<file path="config.mk">
export PLATFORM = sky130hd
export DESIGN_NAME = iob_fp_div_flat
export DESIGN_NICKNAME = d
export VERILOG_FILES = /design/src/rtl/iob_fp_div_pkg.sv /design/src/rtl/iob_fp_div_if.sv /design/src/rtl/iob_fp_div_man.sv /design/src/rtl/iob_fp_round.sv /design/src/rtl/iob_fp_special.sv /design/src/rtl/iob_fp_div.sv /design/src/flat_wrapper.sv
export SDC_FILE = /design/constraint.sdc
export NUM_CORES = 1
export LEC_CHECK = 0
export BUFFER_PORTS_ARGS = -buffer_cell sky130_fd_sc_hd__clkbuf_2
export CORE_MARGIN = 3
export CORE_UTILIZATION = 45
export CTS_CLUSTER_DIAMETER = 80
export DETAILED_ROUTE_END_ITERATION = 6
export PLACE_DENSITY = 0.62
export SLEW_MARGIN = 20
export SYNTH_ARGS = -nofsm -noshare
export SYNTH_HDL_FRONTEND = slang
export SYNTH_SLANG_ARGS = --single-unit
</file>
<file path="constraint.sdc">
create_clock -name clk_i -period 4.55 [get_ports clk_i]
set_input_delay 0.6825 -clock clk_i [delete_from_list [all_inputs] [get_ports clk_i]]
set_output_delay 0.6825 -clock clk_i [all_outputs]
set_load 0.005 [all_outputs]
</file>
<file path="src/rtl/iob_fp_div_pkg.sv">
// Shared types for the iterative FP divider: FSM encoding, operand class, rounding width.
package iob_fp_div_pkg;

  // Guard, round and sticky bits carried into the rounder
  localparam int unsigned EXTRA = 3;

  typedef enum logic [1:0] {
    ST_IDLE = 2'd0,
    ST_DIV  = 2'd1,
    ST_RND  = 2'd2
  } state_e;

  typedef struct packed {
    logic is_nan;
    logic is_inf;
    logic is_zero;
  } fp_class_t;

endpackage

</file>
<file path="src/rtl/iob_fp_div_if.sv">
// Start/done handshake, operands, result and flags of the FP divider.
interface iob_fp_div_if #(
  parameter int unsigned DATA_W = 32
);
  logic              start_i;
  logic [DATA_W-1:0] op_a_i;
  logic [DATA_W-1:0] op_b_i;
  logic              done_o;
  logic [DATA_W-1:0] res_o;
  logic              overflow_o;
  logic              underflow_o;
  logic              exception_o;

  modport master (
    output start_i, op_a_i, op_b_i,
    input  done_o, res_o, overflow_o, underflow_o, exception_o
  );

  modport slave (
    input  start_i, op_a_i, op_b_i,
    output done_o, res_o, overflow_o, underflow_o, exception_o
  );
endinterface

</file>
<file path="src/rtl/iob_fp_div_man.sv">
// Restoring mantissa divider: one quotient bit per cycle, MAN_W+2 bits plus sticky.
module iob_fp_div_man #(
  parameter int unsigned MAN_W = 24
) (
  input  logic             clk_i,
  input  logic             arst_n_i,
  input  logic             load_i,
  input  logic [MAN_W:0]   dividend_i,
  input  logic [MAN_W-1:0] divisor_i,
  output logic [MAN_W+1:0] quot_o,
  output logic             sticky_c,
  output logic             last_c
);
  localparam int unsigned QUO_W = MAN_W + 2;
  localparam int unsigned REM_W = MAN_W + 2;
  localparam int unsigned CNT_W = $clog2(QUO_W + 1);

  logic [REM_W-1:0] rem_q, rem_d;
  logic [MAN_W-1:0] div_q, div_d;
  logic [QUO_W-1:0] quot_q, quot_d;
  logic [CNT_W-1:0] cnt_q, cnt_d;
  logic [REM_W-1:0] trial;
  logic             ge;

  // Load operands, then one trial subtraction per cycle until the counter drains
  always_comb begin
    rem_d  = rem_q;
    div_d  = div_q;
    quot_d = quot_q;
    cnt_d  = cnt_q;
    ge     = rem_q >= REM_W'(div_q);
    trial  = rem_q - REM_W'(div_q);
    if (load_i) begin
      rem_d  = REM_W'(dividend_i);
      div_d  = divisor_i;
      quot_d = '0;
      cnt_d  = CNT_W'(QUO_W);
    end else if (cnt_q != '0) begin
      rem_d  = (ge ? trial : rem_q) << 1;
      quot_d = {quot_q[QUO_W-2:0], ge};
      cnt_d  = cnt_q - CNT_W'(1);
    end
  end

  // Datapath registers
  always_ff @(posedge clk_i or negedge arst_n_i) begin
    if (!arst_n_i) begin
      rem_q  <= '0;
      div_q  <= '0;
      quot_q <= '0;
      cnt_q  <= '0;
    end else begin
      rem_q  <= rem_d;
      div_q  <= div_d;
      quot_q <= quot_d;
      cnt_q  <= cnt_d;
    end
  end

  assign quot_o   = quot_q;
  assign sticky_c = |rem_q;
  assign last_c   = (cnt_q == CNT_W'(1));

endmodule

</file>
<file path="src/rtl/iob_fp_round.sv">
// Round-to-nearest-even of {mantissa, guard, round, sticky}; carry flags a renormalizing overflow.
module iob_fp_round
  import iob_fp_div_pkg::*;
#(
  parameter int unsigned MAN_W = 24
) (
  input  logic [MAN_W+EXTRA-1:0] in_i,
  output logic [MAN_W-2:0]       frac_c,
  output logic                   carry_c
);
  logic [MAN_W-1:0] man;
  logic             lsb;
  logic             guard;
  logic             rest;
  logic             up;
  logic [MAN_W:0]   sum;

  // Increment on > half, or exactly half with odd lsb; shift right on carry-out
  always_comb begin
    man     = in_i[MAN_W+EXTRA-1:EXTRA];
    lsb     = in_i[EXTRA];
    guard   = in_i[EXTRA-1];
    rest    = |in_i[EXTRA-2:0];
    up      = guard & (rest | lsb);
    sum     = {1'b0, man} + (MAN_W+1)'(up);
    carry_c = sum[MAN_W];
    frac_c  = carry_c ? sum[MAN_W-1:1] : sum[MAN_W-2:0];
  end

endmodule

</file>
<file path="src/rtl/iob_fp_special.sv">
// Operand unpacking and classification; subnormals are treated as zero.
module iob_fp_special
  import iob_fp_div_pkg::*;
#(
  parameter int unsigned DATA_W = 32,
  parameter int unsigned EXP_W  = 8
) (
  input  logic [DATA_W-1:0]       op_i,
  output fp_class_t               cls_c,
  output logic                    sign_c,
  output logic [EXP_W-1:0]        exp_c,
  output logic [DATA_W-EXP_W-1:0] man_c
);
  localparam int unsigned MAN_W  = DATA_W - EXP_W;
  localparam int unsigned FRAC_W = MAN_W - 1;

  logic [FRAC_W-1:0] frac;
  logic              exp_ones;

  // Field split and class decode
  always_comb begin
    sign_c        = op_i[DATA_W-1];
    exp_c         = op_i[DATA_W-2:FRAC_W];
    frac          = op_i[FRAC_W-1:0];
    exp_ones      = &exp_c;
    cls_c.is_nan  = exp_ones & (|frac);
    cls_c.is_inf  = exp_ones & ~(|frac);
    cls_c.is_zero = ~(|exp_c);
    man_c         = cls_c.is_zero ? '0 : {1'b1, frac};
  end

endmodule

</file>
<file path="src/rtl/iob_fp_div.sv">
// Iterative floating-point divider, fixed latency of MAN_W+3 cycles from start to done.
module iob_fp_div
  import iob_fp_div_pkg::*;
#(
  parameter int unsigned DATA_W = 32,
  parameter int unsigned EXP_W  = 8
) (
  input logic         clk_i,
  input logic         arst_n_i,
  iob_fp_div_if.slave bus
);
  localparam int unsigned MAN_W  = DATA_W - EXP_W;
  localparam int unsigned FRAC_W = MAN_W - 1;
  localparam int unsigned E_W    = EXP_W + 2;
  localparam int unsigned QUO_W  = MAN_W + 2;
  localparam int unsigned BIAS   = (1 << (EXP_W - 1)) - 1;
  localparam logic [E_W-1:0] E_MAX = E_W'((1 << EXP_W) - 1);

  fp_class_t        cls_a_c, cls_b_c;
  logic             sign_a_c, sign_b_c;
  logic [EXP_W-1:0] exp_a_c, exp_b_c;
  logic [MAN_W-1:0] man_a_c, man_b_c;
  logic             prenorm_c;
  logic [MAN_W:0]   dividend_c;
  logic             load_c;

  logic [QUO_W-1:0]  quot;
  logic              sticky_c;
  logic              last_c;
  logic [FRAC_W-1:0] frac_c;
  logic              carry_c;
  logic [E_W-1:0]    e_rnd_c;

  state_e            state_q, state_d;
  logic              sign_q, sign_d;
  fp_class_t         cls_a_q, cls_a_d, cls_b_q, cls_b_d;
  logic [E_W-1:0]    exp_q, exp_d;
  logic [DATA_W-1:0] res_q, res_d;
  logic              ovf_q, ovf_d, unf_q, unf_d, exc_q, exc_d, done_q, done_d;

  iob_fp_special #(.DATA_W(DATA_W), .EXP_W(EXP_W)) u_spec_a (
    .op_i  (bus.op_a_i),
    .cls_c (cls_a_c),
    .sign_c(sign_a_c),
    .exp_c (exp_a_c),
    .man_c (man_a_c)
  );

  iob_fp_special #(.DATA_W(DATA_W), .EXP_W(EXP_W)) u_spec_b (
    .op_i  (bus.op_b_i),
    .cls_c (cls_b_c),
    .sign_c(sign_b_c),
    .exp_c (exp_b_c),
    .man_c (man_b_c)
  );

  // Pre-normalize so the first quotient bit is always the hidden one
  assign prenorm_c  = man_a_c < man_b_c;
  assign dividend_c = prenorm_c ? {man_a_c, 1'b0} : {1'b0, man_a_c};

  iob_fp_div_man #(.MAN_W(MAN_W)) u_div_man (
    .clk_i     (clk_i),
    .arst_n_i  (arst_n_i),
    .load_i    (load_c),
    .dividend_i(dividend_c),
    .divisor_i (man_b_c),
    .quot_o    (quot),
    .sticky_c  (sticky_c),
    .last_c    (last_c)
  );

  iob_fp_round #(.MAN_W(MAN_W)) u_round (
    .in_i   ({quot, sticky_c}),
    .frac_c (frac_c),
    .carry_c(carry_c)
  );

  assign e_rnd_c = exp_q + E_W'(carry_c);

  // Next state, operand capture and result selection with special-case priority
  always_comb begin
    state_d = state_q;
    load_c  = 1'b0;
    sign_d  = sign_q;
    cls_a_d = cls_a_q;
    cls_b_d = cls_b_q;
    exp_d   = exp_q;
    res_d   = res_q;
    ovf_d   = ovf_q;
    unf_d   = unf_q;
    exc_d   = exc_q;
    done_d  = 1'b0;
    case (state_q)
      ST_IDLE: begin
        if (bus.start_i) begin
          state_d = ST_DIV;
          load_c  = 1'b1;
          sign_d  = sign_a_c ^ sign_b_c;
          cls_a_d = cls_a_c;
          cls_b_d = cls_b_c;
          exp_d   = E_W'(exp_a_c) - E_W'(exp_b_c) + E_W'(BIAS) - E_W'(prenorm_c);
        end
      end
      ST_DIV: begin
        if (last_c) state_d = ST_RND;
      end
      ST_RND: begin
        state_d = ST_IDLE;
        done_d  = 1'b1;
        ovf_d   = 1'b0;
        unf_d   = 1'b0;
        exc_d   = 1'b0;
        if (cls_a_q.is_nan || cls_b_q.is_nan ||
            (cls_a_q.is_inf && cls_b_q.is_inf) || (cls_a_q.is_zero && cls_b_q.is_zero)) begin
          res_d = {1'b0, {EXP_W{1'b1}}, 1'b1, {(FRAC_W-1){1'b0}}};
          exc_d = 1'b1;
        end else if (cls_b_q.is_zero && !cls_a_q.is_inf) begin
          res_d = {sign_q, {EXP_W{1'b1}}, {FRAC_W{1'b0}}};
          exc_d = 1'b1;
        end else if (cls_a_q.is_inf) begin
          res_d = {sign_q, {EXP_W{1'b1}}, {FRAC_W{1'b0}}};
        end else if (cls_b_q.is_inf || cls_a_q.is_zero) begin
          res_d = {sign_q, {(DATA_W-1){1'b0}}};
        end else if (!e_rnd_c[E_W-1] && (e_rnd_c >= E_MAX)) begin
          res_d = {sign_q, {EXP_W{1'b1}}, {FRAC_W{1'b0}}};
          ovf_d = 1'b1;
        end else if (e_rnd_c[E_W-1] || (e_rnd_c == '0)) begin
          res_d = {sign_q, {(DATA_W-1){1'b0}}};
          unf_d = 1'b1;
        end else begin
          res_d = {sign_q, e_rnd_c[EXP_W-1:0], frac_c};
        end
      end
      default: state_d = ST_IDLE;
    endcase
  end

  // State, captured operand info and registered outputs
  always_ff @(posedge clk_i or negedge arst_n_i) begin
    if (!arst_n_i) begin
      state_q <= ST_IDLE;
      sign_q  <= 1'b0;
      cls_a_q <= '0;
      cls_b_q <= '0;
      exp_q   <= '0;
      res_q   <= '0;
      ovf_q   <= 1'b0;
      unf_q   <= 1'b0;
      exc_q   <= 1'b0;
      done_q  <= 1'b0;
    end else begin
      state_q <= state_d;
      sign_q  <= sign_d;
      cls_a_q <= cls_a_d;
      cls_b_q <= cls_b_d;
      exp_q   <= exp_d;
      res_q   <= res_d;
      ovf_q   <= ovf_d;
      unf_q   <= unf_d;
      exc_q   <= exc_d;
      done_q  <= done_d;
    end
  end

  assign bus.done_o      = done_q;
  assign bus.res_o       = res_q;
  assign bus.overflow_o  = ovf_q;
  assign bus.underflow_o = unf_q;
  assign bus.exception_o = exc_q;

endmodule

</file>
<file path="src/flat_wrapper.sv">
// flat-port wrapper written by rule: the top's interface ports become plain ports
module iob_fp_div_flat import iob_fp_div_pkg::*;
#(
  parameter int unsigned DATA_W = 32,
  parameter int unsigned EXP_W  = 8
)
  (clk_i, arst_n_i, bus_start_i, bus_op_a_i, bus_op_b_i, bus_done_o, bus_res_o, bus_overflow_o, bus_underflow_o, bus_exception_o);
  iob_fp_div_if #(.DATA_W(DATA_W)) bus_i ();
  input logic clk_i;
  input logic arst_n_i;
  input wire logic [$bits(bus_i.start_i)-1:0] bus_start_i;
  input wire logic [$bits(bus_i.op_a_i)-1:0] bus_op_a_i;
  input wire logic [$bits(bus_i.op_b_i)-1:0] bus_op_b_i;
  output wire logic [$bits(bus_i.done_o)-1:0] bus_done_o;
  output wire logic [$bits(bus_i.res_o)-1:0] bus_res_o;
  output wire logic [$bits(bus_i.overflow_o)-1:0] bus_overflow_o;
  output wire logic [$bits(bus_i.underflow_o)-1:0] bus_underflow_o;
  output wire logic [$bits(bus_i.exception_o)-1:0] bus_exception_o;
  assign bus_i.start_i = bus_start_i;
  assign bus_i.op_a_i = bus_op_a_i;
  assign bus_i.op_b_i = bus_op_b_i;
  assign bus_done_o = bus_i.done_o;
  assign bus_res_o = bus_i.res_o;
  assign bus_overflow_o = bus_i.overflow_o;
  assign bus_underflow_o = bus_i.underflow_o;
  assign bus_exception_o = bus_i.exception_o;
  iob_fp_div #(.DATA_W(DATA_W), .EXP_W(EXP_W)) u_core (.clk_i(clk_i), .arst_n_i(arst_n_i), .bus(bus_i));
endmodule
</file>
# Word level (Yosys, flattened, before mapping)
# Cells that the tools add are included.
# word_totals
ff_bits,136
latch_bits,0
ram_bits,0
mem_bits_ro,0
output_inout_bits,36
wordCells,104
mem_count,0
# classes
addsub,7
multipliers,0
div,0
n_lt_le_gt_ge,3
n_eq_ne,5
shift,0
n_mux,36
bitwise,11
n_reduce_logical,24
# op_table
cell,count
$mux W31,5
$mux W26,4
$mux W25,2
$mux W24,2
$reduce_or A23 Y1,2
$mux W32,1
$reduce_or A27 Y1,1
$ge A26 B24 Y1,1
$add A24 B1 Y25,1
$sub A25 B24 Y25,1
$lt A24 B24 Y1,1
$mux W23,1
$mux W1,16
$reduce_and A8 Y1,2
$reduce_or A8 Y1,2
$add A10 B1 Y10,1
$add A10 B7 Y10 const B,1
$ge A10 B8 Y1 const B,1
$logic_not A10 Y1,1
$mux W5,2
$sub A10 B1 Y10,1
$sub A8 B8 Y9,1
$and A1 B1 Y1,5
$eq A5 B1 Y1 const B,1
other kinds (17),30

# Longest topological paths before layout
# depth
depth_word,13
ltp_mapped,21
ltp_nobuf,20

# Cells and area by module
# From an unflattened synthesis, not the netlist that was laid out.
# unflattened
hier_cells,1322
area_unflattened_um2,10821.6
# modules_own_cells
mod,instances,cells_each,area_each_um2,seq_area_each_um2
iob_fp_div_man,1,592,5093.6,2026.9
iob_fp_div,1,523,4385.5,1376.3
iob_fp_round,1,105,694.4,0.0
iob_fp_special,2,51,324.1,0.0

# Least setup slack after synthesis
# Ideal clock, no wire load.
# synth_timing
kind,input port to flip-flop
start,input bus_op_b_i[29]
end,register u_core.exp_q[9]
setup_ns,0.110
arrival_ns,5.294
slack_ns,-0.854
cell_stages,21
path_buffers,2
path_cell_list,or4_1 or2_2 clkbuf_1 clkbuf_1 nand2_1 ha_1 a2111oi_0 o21ai_1 a311oi_2 o31ai_2 a211oi_4 inv_2 ha_1 ha_1 fa_1 a21o_1 a21o_1 a21o_1 a21oi_1 nor2b_1 o41ai_1
# synth_via
elab_chain_cells,4
word_cells_on_any_way,6
# synth_lines
element,line,rtl
"start, declared",flat_wrapper.sv:13,input wire logic [$bits(bus_i.op_b_i)-1:0] bus_op_b_i;
branches (longest 3 deep; another with $add A10 B7 Y10),-,
$sub A10 B1 Y10 *,iob_fp_div.sv:101,exp_d = E_W'(exp_a_c) - E_W'(exp_b_c) + E_W'(BIAS) - E_W'(prenorm_c);
"end signal, assigned",iob_fp_div.sv:156,exp_q <= exp_d;
"end, declared",iob_fp_div.sv:37,"logic [E_W-1:0] exp_q, exp_d;"
# Every way passes the cells marked *.
# A chain may end at the register's enable or synchronous reset.

# Final worst setup path
# layout_timing
start,input bus_op_b_i[28]
end,register u_core.exp_q[7]
# Same word-level chain as after synthesis.

==> out/results.txt <==
status = complete, no violations
DR WL/cell = 17.5 um
grt ovf = 0
Crit. End Element = register
Max H-tree Level = 4
area delta synth->final = 22.2%
Final TNS setup = 0 ns
via count = 9122
GRT Total Usage = 0.239
most common cell in the netlist = nand2_1
Seq/Total Area, Yosys = 0.355
top cells by area, synth = dfrtp_1 36%, ha_1 9.0%, nand2_1 8.3%, o21ai_0 4.9%, a21oi_1 4.7%
initial antenna violation count = 0
ys flop type = dfrtp_1
area leader, netlist = dfrtp_1
vias in the first global route = 8905
slowest library cell on the worst path = or4_4
Place WS = -0.491 ns
Switching Fraction = 0.435
Least-Margin Pin Slew = 1.04 ns
Clock Skews = 0.0114 ns
slowest stage delay, CP = 0.54 ns
clock insertion delay at the later pin of the skew report = 0.42 ns
Die H = 152 um
Yosys cell types = 75
Post-synth ARST share = 1.00
commonest cells in the netlist = 211 x nand2_1, 136 x dfrtp_1, 93 x o21ai_0
DRT iter0 DRCs = 524
CP Max Fanout = 8
part of the power in registers = 0.269
# IOs = 103
Final Max Slew Viols = 0
min Tclk post-route = 4.52 ns
Critical Path Source Type = input port
Yosys warnings = 0
Critical Path AT = 4.82 ns
leakage power = 0.00556 uW
Setup WS post-layout = 0.0268 ns
Max-Cap Viols = 0
drt pass-1 iters = 5
CTS tree = done
RSZ-0062 raised after global routing = yes
synthesized area = 9570 um2
Core Box Area = 20600 um2
Clock Path Buffers = 2
hold buffers post-CTS = 0
HPWL after DPL = 21.0 mm
EDFF count, synth = 0
Final nets = 1457
Worst Hold Class = in -> async
P_int = 4670 uW
Final Hold Viols = 0
Finish-stage setup viols = 0
first-pass GRT wire length = 45.7 mm
vias per cell = 5.70
Clock power frac = 0.192
kind of critical path = in -> reg
Rel. slew slack = 0.304
Antenna Cells = 0
Synth Net Count = 1308
CTS buffer count = 17
final wirelength = 28.0 mm
Initial Utilization = 0.466
Routed Antenna Nets = 0
crit-path cells = buf_6 > or4_4 > or2_4 > nand2_4 > ha_4 > a2111oi_4 > o21ai_1 > a311oi_2 > o31ai_2 > a211oi_4 > inv_2 > ha_4 > ha_4 > fa_2 > a21o_1 > a21o_1 > a21o_1 > a21oi_2 > buf_4 > xor2_1 > o21ai_1
Tcrit/Tclk final = 0.994
Psw = 3590 uW
port buffer count = 102
Crit path max-delay family = compound AO/OA/AOI/OAI gates
gp weighted congestion = 0.942
number of synthesized register bits = 136
CP required = 4.85 ns
share of the synthesized area in the top cell type = 0.355
DIE WIDTH = 152 um
share of layout cells above drive strength 1 = 0.202
die area = 23100 um2
clock root cell = clkbuf_16
clk slew on worst S/H paths = 0.06 ns
PD cells = 706 nW/um2
# DRC = 0
Min Hold Slack = 0.281 ns
row count = 52
largest net degree at the start of global routing = 75
Comb power frac = 0.539
syn avg cell area = 8.19 um2
Mapped Cells = 1169
Worst Path Buf+Inv = 3
IR drop worst, VDD = 0.389 mV
Clock Sinks = 136
Fmax = 0.221 GHz
FILL cells = 1944
[repair_timing]
item | CTS | global route
resized for setup | 0 | 30
endpoints found under the setup margin | 2 | 20
pin swaps | 1 | 12
setup buffers | 1 | 2
gates cloned | 0 | 1
[cells in the final DEF (no fill, tap or decap), types with 16 or more instances in the layout]
master	count
o21ai_0	86
nor4_1	21
clkbuf_2	100
ha_1	63
nand2_1	204
xnor2_1	29
nor3_1	22
nor2_1	74
o22ai_1	17
clkbuf_16	17
xor2_1	28
and2_1	16
dfrtp_1	136
a21o_1	19
inv_1	68
a21oi_1	86
buf_4	76
nand3_1	26
[layer usage]
metal  vias to the layer above  track usage  routed length (um)
met5                         -            0                   0
li1                       4450            -                   -
met1                      4354        0.338               12800
met2                       268        0.381               12900
met4                         0       0.0693                 676
met3                        50       0.0395                1510
[through the flow]
step                cells  instance area, um2  power [uW]  utilization
floorplan            1169                9680        5470            -
global placement     1565               10900        6530        0.529
detailed placement   1565               10900        6590        0.529
CTS                  1598               11600        8210        0.562
global route         1601               11700        8970        0.569
finish               1601               11700        8260        0.569
[final cells by class]
class	count	area, um2	share of cell area
timing repair buffer	180	1120	0.0961
clock buffer	18	429	0.0367
multi-input combinational	914	5910	0.505
sequential	136	3400	0.291
tap	270	338	0.0289
clock inverter	14	235	0.0201
inverter	69	259	0.0221
[flip-flops by register name, summed over array words and instances, names as in the netlist]
name                     flops
u_core.exp_q                10
u_core.bus.underflow_o       1
u_core.u_div_man.rem_q      26
u_core.bus.res_o            32
u_core.u_div_man.div_q      24
u_core.bus.exception_o       1
u_core.u_div_man.quot_o     26
u_core.cls_a_q               3
u_core.state_q               2
u_core.bus.overflow_o        1
u_core.u_div_man.cnt_q       5
u_core.bus.done_o            1
u_core.cls_b_q               3
u_core.sign_q                1
[final timing paths]
path / startpoint / endpoint / slack (ns) / depth (start not counted)
min in group clk_i: u_core.bus.res_o[15]$_DFFE_PN0P_ / u_core.bus.res_o[15]$_DFFE_PN0P_ / 0.48 / 2
max in group asynchronous: arst_n_i / u_core.bus.done_o$_DFF_PN0_ / 3.34 / 2
worst min register to register: u_core.bus.res_o[15]$_DFFE_PN0P_ / u_core.bus.res_o[15]$_DFFE_PN0P_ / 0.48 / 2
worst max register to register: u_core.u_div_man.quot_o[2]$_DFFE_PN0P_ / u_core.bus.res_o[12]$_DFFE_PN0P_ / 0.37 / 17
worst max-delay path: bus_op_b_i[28] / u_core.exp_q[7]$_DFFE_PN0P_ / 0.03 / 21
worst min-delay path: arst_n_i / u_core.u_div_man.rem_q[21]$_DFFE_PN0P_ / 0.28 / 1
[power groups by stage]
stage | clock, uW | combinational [uW] | sequential (uW)
floorplan | 0 | 3390 | 2080
global placement | 0 | 4310 | 2220
detailed placement | 0 | 4360 | 2230
CTS | 1600 | 4390 | 2210
global route | 1660 | 5010 | 2290
finish | 1580 | 4450 | 2220
[cells by family after synthesis]
family / synth area share
XOR/XNOR: 0.0521
AO/OA/AOI/OAI: 0.213
AND/OR/NAND/NOR: 0.213
flip-flops: 0.355
multiplexers: 0.0195
buffers and inverters: 0.0499
adder cells (fa/ha/maj): 0.0964
No activity file was read; power rests on OpenSTA's default activity.
